<file path="src/rtl/tick_shift_register_if.sv">
// Bundle of the tick/control inputs and LED register outputs of tick_shift_register.
// master drives the controls and observes the register; slave is the register itself.
interface tick_shift_register_if #(
  parameter int unsigned WIDTH = 8
);
  logic             tick_in;
  logic             start;
  logic             pause;
  logic             stop;
  logic             load;
  logic [WIDTH-1:0] load_data;
  logic             dir;
  logic             rotate;
  logic [WIDTH-1:0] q;
  logic             step_pulse;
  logic             wrap;
  logic             empty;
  logic             busy;

  modport master (
    output tick_in, start, pause, stop, load, load_data, dir, rotate,
    input  q, step_pulse, wrap, empty, busy
  );

  modport slave (
    input  tick_in, start, pause, stop, load, load_data, dir, rotate,
    output q, step_pulse, wrap, empty, busy
  );
endinterface

</file>
<file path="src/rtl/tick_shift_register.sv">
// LED shift/rotate register stepped by edges of an asynchronous slow tick, under IDLE/RUN/PAUSE
// control. Define BOUNCE_EN for ping-pong mode (internal direction register replaces dir).
module tick_shift_register #(
  parameter int unsigned WIDTH        = 8,
  parameter int unsigned SYNC_STAGES  = 2,
  parameter logic [63:0] INIT_PATTERN = 64'h01,
  parameter bit          BOTH_EDGES   = 1'b0
) (
  input logic                  clk,
  input logic                  resetn,
  tick_shift_register_if.slave bus
);

  localparam logic [WIDTH-1:0] InitQ   = WIDTH'(INIT_PATTERN);
  localparam int unsigned      CntW    = $clog2(WIDTH);
  localparam logic [CntW-1:0]  CntLast = CntW'(WIDTH - 1);

  typedef enum logic [1:0] {StIdle, StRun, StPause} state_e;

  logic [SYNC_STAGES-1:0] sync_q, sync_d;
  logic [SYNC_STAGES:0]   prime_q, prime_d;
  logic                   hist_q, hist_d;
  logic                   strobe_q, strobe_d;
  logic                   sync_now;
  logic                   tick_edge;

  state_e                 state_q, state_d;
  logic [WIDTH-1:0]       q_q, q_d;
  logic [WIDTH-1:0]       shifted;
  logic [CntW-1:0]        cnt_q, cnt_d;
  logic                   step_q, step_d;
  logic                   wrap_q, wrap_d;
  logic                   empty_q, empty_d;
  logic                   busy_q, busy_d;
  logic                   shift_en;
  logic                   dir_eff;
  logic                   rot_eff;

`ifdef BOUNCE_EN
  logic                   dir_q, dir_d;
  logic                   zf_q, zf_d;
  logic                   bounce;
`endif

  // Synchroniser, history flop and registered edge strobe. prime_q holds off edge detection
  // until both the synchroniser output and the history flop carry real tick_in samples.
  always_comb begin
    sync_d    = {sync_q[SYNC_STAGES-2:0], bus.tick_in};
    prime_d   = {prime_q[SYNC_STAGES-1:0], 1'b1};
    sync_now  = sync_q[SYNC_STAGES-1];
    hist_d    = sync_now;
    tick_edge = BOTH_EDGES ? (sync_now ^ hist_q) : (sync_now & ~hist_q);
    strobe_d  = prime_q[SYNC_STAGES] & tick_edge;
  end

`ifdef BOUNCE_EN
  assign dir_eff = dir_q;
  assign rot_eff = bus.rotate & ~zf_q;
`else
  assign dir_eff = bus.dir;
  assign rot_eff = bus.rotate;
`endif

  // A load in the same cycle swallows the strobe entirely.
  assign shift_en = strobe_q & (state_q == StRun) & ~bus.load;

  always_comb begin
    case ({rot_eff, dir_eff})
      2'b00:   shifted = {q_q[WIDTH-2:0], 1'b0};
      2'b01:   shifted = {1'b0, q_q[WIDTH-1:1]};
      2'b10:   shifted = {q_q[WIDTH-2:0], q_q[WIDTH-1]};
      default: shifted = {q_q[0], q_q[WIDTH-1:1]};
    endcase
  end

`ifdef BOUNCE_EN
  // A bounce reverses direction and forces the following shift to zero-fill.
  always_comb begin
    dir_d  = dir_q;
    zf_d   = zf_q;
    bounce = shift_en & (dir_q ? shifted[0] : shifted[WIDTH-1]);
    if (shift_en) begin
      zf_d = 1'b0;
    end
    if (bounce) begin
      dir_d = ~dir_q;
      zf_d  = 1'b1;
    end
  end
`endif

  always_comb begin
    q_d     = q_q;
    cnt_d   = cnt_q;
    step_d  = 1'b0;
    wrap_d  = 1'b0;
    empty_d = 1'b0;
    busy_d  = (state_q == StRun);
    if (bus.load) begin
      q_d   = bus.load_data;
      cnt_d = '0;
    end else if (shift_en) begin
      q_d     = shifted;
      step_d  = 1'b1;
      cnt_d   = (cnt_q == CntLast) ? '0 : cnt_q + 1'b1;
      empty_d = ~rot_eff & (shifted == '0);
`ifdef BOUNCE_EN
      wrap_d  = bounce;
`else
      wrap_d  = (cnt_q == CntLast);
`endif
    end
  end

  // Run control: stop beats the automatic empty stop, which beats pause, which beats start.
  always_comb begin
    state_d = state_q;
    if (bus.stop) begin
      state_d = StIdle;
    end else if (empty_d) begin
      state_d = StIdle;
    end else begin
      unique case (state_q)
        StIdle:  if (bus.start) state_d = StRun;
        StRun:   if (bus.pause) state_d = StPause;
        StPause: if (bus.start) state_d = StRun;
        default: state_d = StIdle;
      endcase
    end
  end

  always_ff @(posedge clk or negedge resetn) begin
    if (!resetn) begin
      sync_q   <= '0;
      prime_q  <= '0;
      hist_q   <= 1'b0;
      strobe_q <= 1'b0;
      state_q  <= StIdle;
      q_q      <= InitQ;
      cnt_q    <= '0;
      step_q   <= 1'b0;
      wrap_q   <= 1'b0;
      empty_q  <= 1'b0;
      busy_q   <= 1'b0;
    end else begin
      sync_q   <= sync_d;
      prime_q  <= prime_d;
      hist_q   <= hist_d;
      strobe_q <= strobe_d;
      state_q  <= state_d;
      q_q      <= q_d;
      cnt_q    <= cnt_d;
      step_q   <= step_d;
      wrap_q   <= wrap_d;
      empty_q  <= empty_d;
      busy_q   <= busy_d;
    end
  end

`ifdef BOUNCE_EN
  always_ff @(posedge clk or negedge resetn) begin
    if (!resetn) begin
      dir_q <= 1'b0;
      zf_q  <= 1'b0;
    end else begin
      dir_q <= dir_d;
      zf_q  <= zf_d;
    end
  end
`endif

  assign bus.q          = q_q;
  assign bus.step_pulse = step_q;
  assign bus.wrap       = wrap_q;
  assign bus.empty      = empty_q;
  assign bus.busy       = busy_q;

endmodule

</file>
<file path="src/flat_wrapper.sv">
// flat-port wrapper written by rule: the top's interface ports become plain ports
module tick_shift_register_flat 
#(
  parameter int unsigned WIDTH        = 8,
  parameter int unsigned SYNC_STAGES  = 2,
  parameter logic [63:0] INIT_PATTERN = 64'h01,
  parameter bit          BOTH_EDGES   = 1'b0
)
  (clk, resetn, bus_tick_in, bus_start, bus_pause, bus_stop, bus_load, bus_load_data, bus_dir, bus_rotate, bus_q, bus_step_pulse, bus_wrap, bus_empty, bus_busy);
  tick_shift_register_if #(.WIDTH(WIDTH)) bus_i ();
  input logic clk;
  input logic resetn;
  input wire logic [$bits(bus_i.tick_in)-1:0] bus_tick_in;
  input wire logic [$bits(bus_i.start)-1:0] bus_start;
  input wire logic [$bits(bus_i.pause)-1:0] bus_pause;
  input wire logic [$bits(bus_i.stop)-1:0] bus_stop;
  input wire logic [$bits(bus_i.load)-1:0] bus_load;
  input wire logic [$bits(bus_i.load_data)-1:0] bus_load_data;
  input wire logic [$bits(bus_i.dir)-1:0] bus_dir;
  input wire logic [$bits(bus_i.rotate)-1:0] bus_rotate;
  output wire logic [$bits(bus_i.q)-1:0] bus_q;
  output wire logic [$bits(bus_i.step_pulse)-1:0] bus_step_pulse;
  output wire logic [$bits(bus_i.wrap)-1:0] bus_wrap;
  output wire logic [$bits(bus_i.empty)-1:0] bus_empty;
  output wire logic [$bits(bus_i.busy)-1:0] bus_busy;
  assign bus_i.tick_in = bus_tick_in;
  assign bus_i.start = bus_start;
  assign bus_i.pause = bus_pause;
  assign bus_i.stop = bus_stop;
  assign bus_i.load = bus_load;
  assign bus_i.load_data = bus_load_data;
  assign bus_i.dir = bus_dir;
  assign bus_i.rotate = bus_rotate;
  assign bus_q = bus_i.q;
  assign bus_step_pulse = bus_i.step_pulse;
  assign bus_wrap = bus_i.wrap;
  assign bus_empty = bus_i.empty;
  assign bus_busy = bus_i.busy;
  tick_shift_register #(.WIDTH(WIDTH), .SYNC_STAGES(SYNC_STAGES), .INIT_PATTERN(INIT_PATTERN), .BOTH_EDGES(BOTH_EDGES)) u_core (.clk(clk), .resetn(resetn), .bus(bus_i));
endmodule
</file>
<file path="config.mk">
export PLATFORM = sky130hd
export DESIGN_NAME = tick_shift_register_flat
export DESIGN_NICKNAME = d
export VERILOG_FILES = /design/src/rtl/tick_shift_register_if.sv /design/src/rtl/tick_shift_register.sv /design/src/flat_wrapper.sv
export SDC_FILE = /design/constraint.sdc
export NUM_CORES = 1
export LEC_CHECK = 0
export ABC_AREA = 1
export BUFFER_PORTS_ARGS = -buffer_cell sky130_fd_sc_hd__buf_2
export CAP_MARGIN = 0
export CORE_MARGIN = 2
export CORE_UTILIZATION = 48
export CTS_BUF_LIST = sky130_fd_sc_hd__clkbuf_8
export DETAILED_ROUTE_END_ITERATION = 7
export PLACE_DENSITY_LB_ADDON = 0.08
export SLEW_MARGIN = 20
export SYNTH_ARGS = -nofsm -noshare
export SYNTH_HDL_FRONTEND = slang
export SYNTH_SLANG_ARGS = --single-unit
</file>
<file path="constraint.sdc">
create_clock -name clk -period 1.2 [get_ports clk]
set_input_delay 0.24 -clock clk [delete_from_list [all_inputs] [get_ports clk]]
set_output_delay 0.24 -clock clk [all_outputs]
set_load 0.1 [all_outputs]
</file>
# Word level (Yosys, flattened, before mapping)
# Index checks and enable logic that the tools add are counted.
[word_totals]
wordCells = 50
regBits = 24
in_bits = 17
[classes]
bitwise = 8
mux = 17
add_sub_neg = 1
n_reduce_logical = 6
n_eq_ne = 7
[op_table]
columns = ["op", "n"]
rows = [
  ["8-bit one-hot mux with 3 select lines", 1],
  ["8-bit 2-to-1 mux", 2],
  ["3-bit 2-to-1 mux", 3],
  ["8-bit logical NOT", 1],
  ["2-bit 2-to-1 mux", 4],
  ["1-bit 2-to-1 mux", 6],
  ["1-bit bitwise AND", 5],
  ["2-bit by 1-bit equality test with 1-bit output, second input constant", 2],
  ["2-bit equality test, second input constant", 2],
  ["2-bit logical NOT", 2],
  ["4-bit by 1-bit != test with 1-bit output, second input constant", 1],
  ["4-bit by 3-bit != test with 1-bit output, second input constant", 1],
  ["2-bit one-hot mux with 2 select lines", 1],
  ["3-bit by 1-bit adder with 3-bit output, second input constant", 1],
  ["3-bit equality test, second input constant", 1],
  ["1-bit inverter", 3],
  ["2-bit AND reduction", 1],
  ["2-bit nonzero test", 1],
  ["2-bit OR reduction", 1],
]

# Longest topological paths before layout
# Gate-level depths: netlist (run 1).
[logic_depth]
word_depth = 8
depth_mapped = 12

# Worst setup path after synthesis (run 1)
# No wires, ideal clock.
[synth_timing]
kind = "reg2reg"
startpoint = "register u_core.q_q[3], in the netlist u_core.bus.q[3]"
endpoint = "register u_core.state_q[1]"
setup_time_ns = 0.066
t_arrival_ns = 1.641
path_stages_with_launch = 11
setup_slack_ns = -0.507
path_cell_list = "dfrtp_1 > inv_1 > nand2_1 > o21ai_1 > nand3_1 > nor2_1 > nand2_1 > nand3_2 > nand2_1 > nand2_1 > nand2_1"
[synth_between]
elab_chain_cells = 7
word_cells_on_any_way = 10
classes_between = "eq/ne (2); mux (5); bitwise (1); reduce/logical (2)"
[synth_lines]
columns = ["item", "line_no", "source"]
rows = [
  ["from (decl)", "tick_shift_register.sv:28", "logic [WIDTH-1:0] q_q, q_d;"],
  ["from (signal assigned)", "tick_shift_register.sv:139", "q_q <= InitQ;"],
  ["from (signal assigned)", "tick_shift_register.sv:151", "q_q <= q_d;"],
  ["8-bit one-hot mux with 3 select lines *", "tick_shift_register.sv:68", "case ({rot_eff, dir_eff})"],
  ["8-bit logical NOT *", "tick_shift_register.sv:106", "empty_d = ~rot_eff & (shifted == '0);"],
  ["1-bit bitwise AND *", "tick_shift_register.sv:106", ""],
  ["1-bit 2-to-1 mux *", "tick_shift_register.sv:102", "end else if (shift_en) begin"],
  ["1-bit 2-to-1 mux *", "tick_shift_register.sv:99", "if (bus.load) begin"],
  ["4-bit by 3-bit != test with 1-bit output (no line) (tied with other cells)", "-", ""],
  ["2-bit AND reduction (no line) or 2-bit 2-to-1 mux (tied branches)", "-", ""],
  ["to (signal assigned)", "tick_shift_register.sv:138", "state_q <= StIdle;"],
  ["to (signal assigned)", "tick_shift_register.sv:150", "state_q <= state_d;"],
  ["to (decl)", "tick_shift_register.sv:27", "state_e state_q, state_d;"],
]
# Mark *: on every way between the ends. The rest lies on a longest branch, timed or not.
# A chain may end at the register's enable or synchronous reset.

# Worst setup path in the final report (run 1)
[layout_timing]
startpoint = "register u_core.q_q[0], in the netlist u_core.bus.q[0]"
endpoint = "output bus_q[0]"
[layout_lines]
columns = ["item", "line_no", "source"]
rows = [
  ["to (decl)", "flat_wrapper.sv:21", "output wire logic [$bits(bus_i.q)-1:0] bus_q;"],
]
# No word-level cell between the ends.

==> results of run 1 <==
kinds of logic (layout without fill, tap and decap cells):
| kind of cell | Yosys count | count (layout) | share of synthesized area |
|---|---|---|---|
| buf+inv | 21 | 78 | 0.08437 |
| fa+ha+maj | 2 | 2 | 0.02280 |
| compound gates | 13 | 13 | 0.09008 |
| other cells | 1 | 1 | 0.003417 |
| simple gates | 62 | 62 | 0.2509 |
| flops | 24 | 24 | 0.5485 |
critical path: stages, from the launching register on:
cell and delay, ns:
dfstp_4 0.65, buf_6 0.11, buf_12 0.16
area by class of cell:
| type | instances | area (µm²) |
|---|---|---|
| sequential | 24 | 619.3 |
| timing repair buffer | 55 | 555.5 |
| multi-input combinational | 78 | 439.2 |
| fill | 125 | 394.1 |
| inverter | 19 | 76.32 |
| clock buffer | 3 | 41.29 |
| tap | 28 | 35.03 |
| clock inverter | 1 | 30.03 |
state kept, by name, summed over array words and instances (netlist names), 2 cells and up:
register        cells
u_core.bus.q        8
u_core.sync_q       2
u_core.prime_q      3
u_core.state_q      2
u_core.cnt_q        3
how the worst max path moves through the flow:
| stage | to | slack [ns] | cells after the start |
|---|---|---|---|
| 5_1_grt | u_core.state_q[1]$_DFFE_PN0P_ | -0.27 | 10 |
| 2_1_floorplan | u_core.state_q[1]$_DFFE_PN0P_ | -0.22 | 10 |
| 4_1_cts | bus_q[0] | -0.23 | 2 |
| 3_3_place_gp | u_core.state_q[1]$_DFFE_PN0P_ | -0.11 | 10 |
| 6_report | bus_q[0] | -0.24 | 2 |
| 3_5_place_dp | u_core.state_q[1]$_DFFE_PN0P_ | -0.14 | 10 |
per-layer routing:
layer / vias up / track usage / part of all wire
met5: - / 0 / 0
met4: 0 / 0.07456 / 0.012
met3: 4 / 0.05460 / 0.061
met2: 39 / 0.4466 / 0.54
met1: 503 / 0.2811 / 0.39
li1: 507 / - / -
through the flow:
stage,hold WS [ns],TNS (ns),area [µm²],worst slack [ns],cells
6_report,0.07463,-1.012,1797,-0.2354,208
5_1_grt,0.05722,-1.757,1797,-0.2667,208
4_1_cts,0.06845,-0.8069,1745,-0.2271,203
3_5_place_dp,0.2555,-0.2631,1617,-0.1427,198
3_3_place_gp,0.2424,-0.2206,1617,-0.1104,198
2_1_floorplan,-0.05559,-0.4328,1120,-0.2215,123
report_power, final:
part / switching (mW) / total, mW / internal (mW)
sequential: 0.0490 / 0.921 / 0.872
combinational: 0.455 / 0.773 / 0.317
clock: 0.263 / 0.709 / 0.446
cells in the mapped netlist:
cell / n
a21oi_1: 1
a22o_1: 2
o221ai_1: 5
dfrtp_1: 23
o21ai_1: 2
nor3_1: 2
ha_1: 2
nand2_2: 3
buf_6: 1
nor2_2: 1
inv_6: 1
nor2_4: 1
conb_1: 1
dfstp_2: 1
o211ai_1: 2
nor2_1: 9
nand2_1: 37
nand3_1: 6
o31ai_1: 1
nand4_1: 1
buf_2: 1
inv_1: 18
nand3_2: 2
timing repair:
item / in CTS / in global routing
resized for setup: 14 / 3
endpoints found under the setup margin: 15 / 19
hold buffers: 1 / 0
buffers inserted: 0 / 5
hold endpoints to repair: 23 / 0
pin swaps: 1 / 2
==> results.yml, run 1 <==
route:
  route.antenna.remaining_nets: 0
  wire_per_inst_um: 13.95
  drt-total-wl_um: 2902
  viasPerCell: 5.063
  remaining_drc_errors: 0
  dr.pass1.iters: 5
  dr_total_vias: 1053
  number_of_drc_markers_after_the_initial_detailed_route_iteration: 24
setup_path:
  arrival_ns: 1.20
  worst_reg2reg_path_startpoint: "u_core.bus.q[0]$_DFFE_PN1P_"
  worst_setup_path_start_kind: "register"
  ff2ff_path_depth: 10
  crit_type: "reg2out"
  reg2reg_setup_slack_ns: -0.17
  critical_path_required_ns: 0.96
  crit-reg2reg-capture: "u_core.state_q[1]$_DFFE_PN0P_"
  cp_max_fo: 3
  startpoint: "u_core.bus.q[0]$_DFFE_PN1P_"
  timing.critical_path.to_type: "output port"
layout:
  finish.net_count: 200
  final_layout_size_suffix_gt1_frac: 0.4722
  number_of_antenna_cells_inserted: 0
  top_library_cells_by_usage_in_the_layout_fill_and_taps_aside: "nand2_1, buf_4, inv_1, buf_2, dfrtp_1"
  post_synthesis_to_final_layout_area_growth_pct: 63.74
  layout_commonest_cell: "nand2_1"
  final_util: 0.8201
clock_tree:
  cts_tree: "yes"
  cts_made_buffers: 3
  clock-sinks: 24
  path_clk_slew_ns: 0.09
  clk_latency_ns: 0.27
  ctsHtreeMaxLevel: 1
  clk_path_buf_depth: 2
  clock_tree.root_cell: "clkbuf_8"
logic_synthesis:
  postSynthAreaPerCell_um2: 8.921
  net_count_synth: 142
  seq_area_frac_synth: 0.5485
  synth_cell_type_count: 23
  ys_warn_count: 0
  synth.ff_latch_count: 24
  synthDominantCellAreaShare: 0.5245
  synthesis.instances: 123
  ys_top_cells_by_area: "dfrtp_1, nand2_1, inv_1"
  yosysTopAreaCell: "dfrtp_1"
  syn_area_um2: 1097
sta:
  grt_setup_unrepaired: "yes"
  timing.final.crit_share: 1.196
  fmax_mhz: 696.7
  setup_viol_count_final: 12
  fin_skew_ns: 0.003713
  timing_max_transition_violations_final: 0
  hold_viol_final: 0
  worst_max_slew_margin_expressed_relative_to_the_limit: 0.6413
  postLayoutSetupSlackWorst_ns: -0.2354
  worst-slew-pin-transition_ns: 0.5380
  post-route-min-period_ns: 1.435
global_routing:
  grt_pass1_vias: 1080
  grt_util_all_layers: 0.2438
  grt_first_pass_wirelength_um: 4740
  grt_overflow_total: 0
  antenna_found_initial: 0
  largest_net_degree_at_the_start_of_global_routing: 25
run:
  timing.max_cap.violations: 0
outcome:
  failed_checks: "setup timing"
  run_status: "finished with violations"
pwr:
  power.leakage_nw: 0.8926
  max-vdd-ir-drop_uv: 1202
  p_per_area_nw_per_um2: 1337
  total_power_mw: 2.403
place:
  dp_hpwl_um: 1998
  port-buffer-count: 28
  gp_congestion: 0.9489
die:
  core_um2: 2191
  ios: 29
  floorplan.rows: 17
  die_area_um2: 2684
  die-height_um: 51.81
  start_util: 0.5009
  die-width_um: 51.81
worst_hold_path:
  instance_count_along_the_most_critical_hold_path: 1
  worst_hold_path.endpoint: "u_core.sync_q[0]$_DFF_PN0_"
  min-delay-start: "bus_tick_in"
  hold_class: "in2reg"
Note: power is estimated with default switching activity, not from simulation.
==> run 2, diff against run 1 <==
--- a/config.mk
+++ b/config.mk
@@ -6,12 +6,12 @@
 export NUM_CORES = 1
 export LEC_CHECK = 0
 export ABC_AREA = 1
-export BUFFER_PORTS_ARGS = -buffer_cell sky130_fd_sc_hd__buf_2
 export CAP_MARGIN = 0
 export CORE_MARGIN = 2
-export CORE_UTILIZATION = 48
+export CORE_UTILIZATION = 54
 export CTS_BUF_LIST = sky130_fd_sc_hd__clkbuf_8
 export DETAILED_ROUTE_END_ITERATION = 7
+export DONT_BUFFER_PORTS = 1
 export PLACE_DENSITY_LB_ADDON = 0.08
 export SLEW_MARGIN = 20
 export SYNTH_ARGS = -nofsm -noshare
==> run 2 against run 1 <==
Net effect:
- clock-buffer cell count unchanged
- clock skew increased by 0.0013 ns
- sequential power increased by 0.4%
- sequential share of layout area increased by 3.5 points
- combinational power decreased by 18%
- first-iteration DRC count decreased by 42%
- utilization increased by 2.0 points
- register-to-register slack about the same
- critical path depth increased by 8
- routed wire length increased by 2.3%
- global-route usage decreased by 0.25 points
- the flow still finishes with violations (setup timing)
==> results.yml, run 2 (same netlist as run 1, synthesis figures left out) <==
route:
  viasPerCell: 5.344
  remaining_drc_errors: 0
  route.antenna.remaining_nets: 0
  dr.pass1.iters: 4
  dr_total_vias: 962
  number_of_drc_markers_after_the_initial_detailed_route_iteration: 14
  wire_per_inst_um: 16.50
  drt-total-wl_um: 2970
pwr:
  p_comb_frac: 0.281
  p_per_area_nw_per_um2: 1387
  switchingPower_uw: 733.5
  cell_internal_pwr_mw: 1.530
  sequential_power_share: 0.409
  switching_portion_of_total_power: 0.3241
  total_power_mw: 2.264
  portion_of_total_power_attributed_to_the_clock_network: 0.310
  power.leakage_nw: 0.7576
  max-vdd-ir-drop_uv: 1182
layout:
  top_library_cells_by_usage_in_the_layout_fill_and_taps_aside: "nand2_1, dfrtp_1, inv_1"
  layout_commonest_cell: "nand2_1"
  filler_cell_count: 113
  final_util: 0.8402
  finish.net_count: 173
  final_layout_size_suffix_gt1_frac: 0.4379
  post_synthesis_to_final_layout_area_growth_pct: 48.69
  layoutNonFillerInstCount: 180
  max_reg_flops: 8
  design_area_um2: 1632
  number_of_antenna_cells_inserted: 0
setup_path:
  reg2reg_setup_slack_ns: -0.16
  worst_path_largest_cell_delay_ns: 0.51
  worst_reg2reg_path_startpoint: "u_core.bus.q[3]$_DFFE_PN0P_"
  timing.critical_path.to_type: "register"
  ff2ff_path_depth: 10
  path_common_cell: "nand2_1"
  crit_type: "reg2reg"
  cp_max_fo: 3
  slowest_stage: "dfrtp_4"
  critical_path_buf_inv_count: 1
  cp_cell_sequence: "inv_2 > nand2_2 > o21ai_2 > nand3_1 > nor2_1 > nand2_1 > nand3_2 > nand2_1 > nand2_1 > nand2_1"
  worst_setup_path_start_kind: "register"
  cp_top_family: "simple AND/OR/NAND/NOR gates"
  crit-reg2reg-capture: "u_core.state_q[1]$_DFFE_PN0P_"
  arrival_ns: 1.52
  critical_path_required_ns: 1.36
die:
  floorplan.rows: 16
  die-height_um: 49.08
  die-width_um: 49.08
  start_util: 0.5651
  die_area_um2: 2409
  ios: 29
  core_um2: 1942
sta:
  setup_total_negative_slack_ns: -1.266
  setup_viol_count_final: 13
  final.hold.worst_slack_ns: 0.05503
  fmax_mhz: 735.5
  fin_skew_ns: 0.005009
  timing.final.crit_share: 1.133
  grt_setup_unrepaired: "yes"
  timing_max_transition_violations_final: 0
  hold_viol_final: 0
  postLayoutSetupSlackWorst_ns: -0.1597
  post-route-min-period_ns: 1.360
clock_tree:
  ctsHtreeMaxLevel: 1
  clock_tree.root_cell: "clkbuf_8"
  clk_path_buf_depth: 2
  path_clk_slew_ns: 0.09
  cts_tree: "yes"
  clk_latency_ns: 0.26
  clock-sinks: 24
  cts_made_buffers: 3
global_routing:
  grt_overflow_total: 0
  antenna_found_initial: 0
  grt_first_pass_wirelength_um: 4284
  largest_net_degree_at_the_start_of_global_routing: 25
  grt_util_all_layers: 0.2414
  grt_pass1_vias: 932
place:
  dp_hpwl_um: 1773
  placed_cells_incl_taps: 171
  place_worst_setup_slack_ns: -0.1312
  port-buffer-count: 0
  placedInstanceArea_um2: 1360
  gp_congestion: 0.8554
worst_hold_path:
  hold_class: "in2reg"
  worst_hold_path.endpoint: "u_core.bus.step_pulse$_DFF_PN0_"
  min-delay-start: "bus_load"
  instance_count_along_the_most_critical_hold_path: 1
run:
  timing.max_cap.violations: 0
outcome:
  run_status: "finished with violations"
  failed_checks: "setup timing"
-- run 2: changes by cell type in the layout (fill, tap and decap cells not counted), sizes merged --
| cell | before | now |
|---|---|---|
| clkinvlp | 0 | 1 |
| buf | 54 | 26 |
| dlygate4sd3 | 1 | 2 |
| inv | 19 | 18 |
-- run 2: repair_timing --
item	CTS	global route
pin swaps	2	6
setup endpoints to repair	8	18
gates resized for setup	11	23
hold buffers	1	2
buffers inserted	0	3
hold endpoints to repair	25	24
-- run 2: power groups by stage --
stage	combinational, mW	clock, mW	sequential (mW)
floorplan	0.143	0	1.16
global placement	0.509	0	0.925
detailed placement	0.514	0	0.929
CTS	0.545	0.702	0.918
global route	0.669	0.748	0.930
finish	0.637	0.702	0.925
-- run 2: final cells by class --
cell class	count	area, µm²	area share
clock buffer	3	41.29	0.02531
clock inverter	1	30.03	0.01840
inverter	19	80.08	0.04908
multi-input combinational	78	493.0	0.3021
sequential	24	619.3	0.3796
tap	27	33.78	0.02071
timing repair buffer	28	334.1	0.2048
-- run 2: routing by layer --
layer,vias up,wire length [µm],global-route usage,share of wire
met1,467,1201,0.3071,0.40
met3,8,182,0.05828,0.061
met5,-,0,0,0
li1,450,-,-,-
met4,0,72,0.1095,0.024
met2,37,1513,0.3896,0.51
-- run 2: how the worst max path moves through the flow --
stage                                           start                       endpoint  slack (ns)  cells after the start
final                     u_core.bus.q[3]$_DFFE_PN0P_  u_core.state_q[1]$_DFFE_PN0P_       -0.16                     10
after global routing      u_core.bus.q[0]$_DFFE_PN1P_  u_core.state_q[1]$_DFFE_PN0P_       -0.28                     10
after CTS                 u_core.bus.q[0]$_DFFE_PN1P_                       bus_q[0]       -0.14                      1
after detailed placement  u_core.bus.q[3]$_DFFE_PN0P_  u_core.state_q[1]$_DFFE_PN0P_       -0.13                     10
after global placement    u_core.bus.q[3]$_DFFE_PN0P_  u_core.state_q[1]$_DFFE_PN0P_       -0.09                     10
after floorplan           u_core.bus.q[0]$_DFFE_PN1P_  u_core.state_q[1]$_DFFE_PN0P_       -0.22                     10
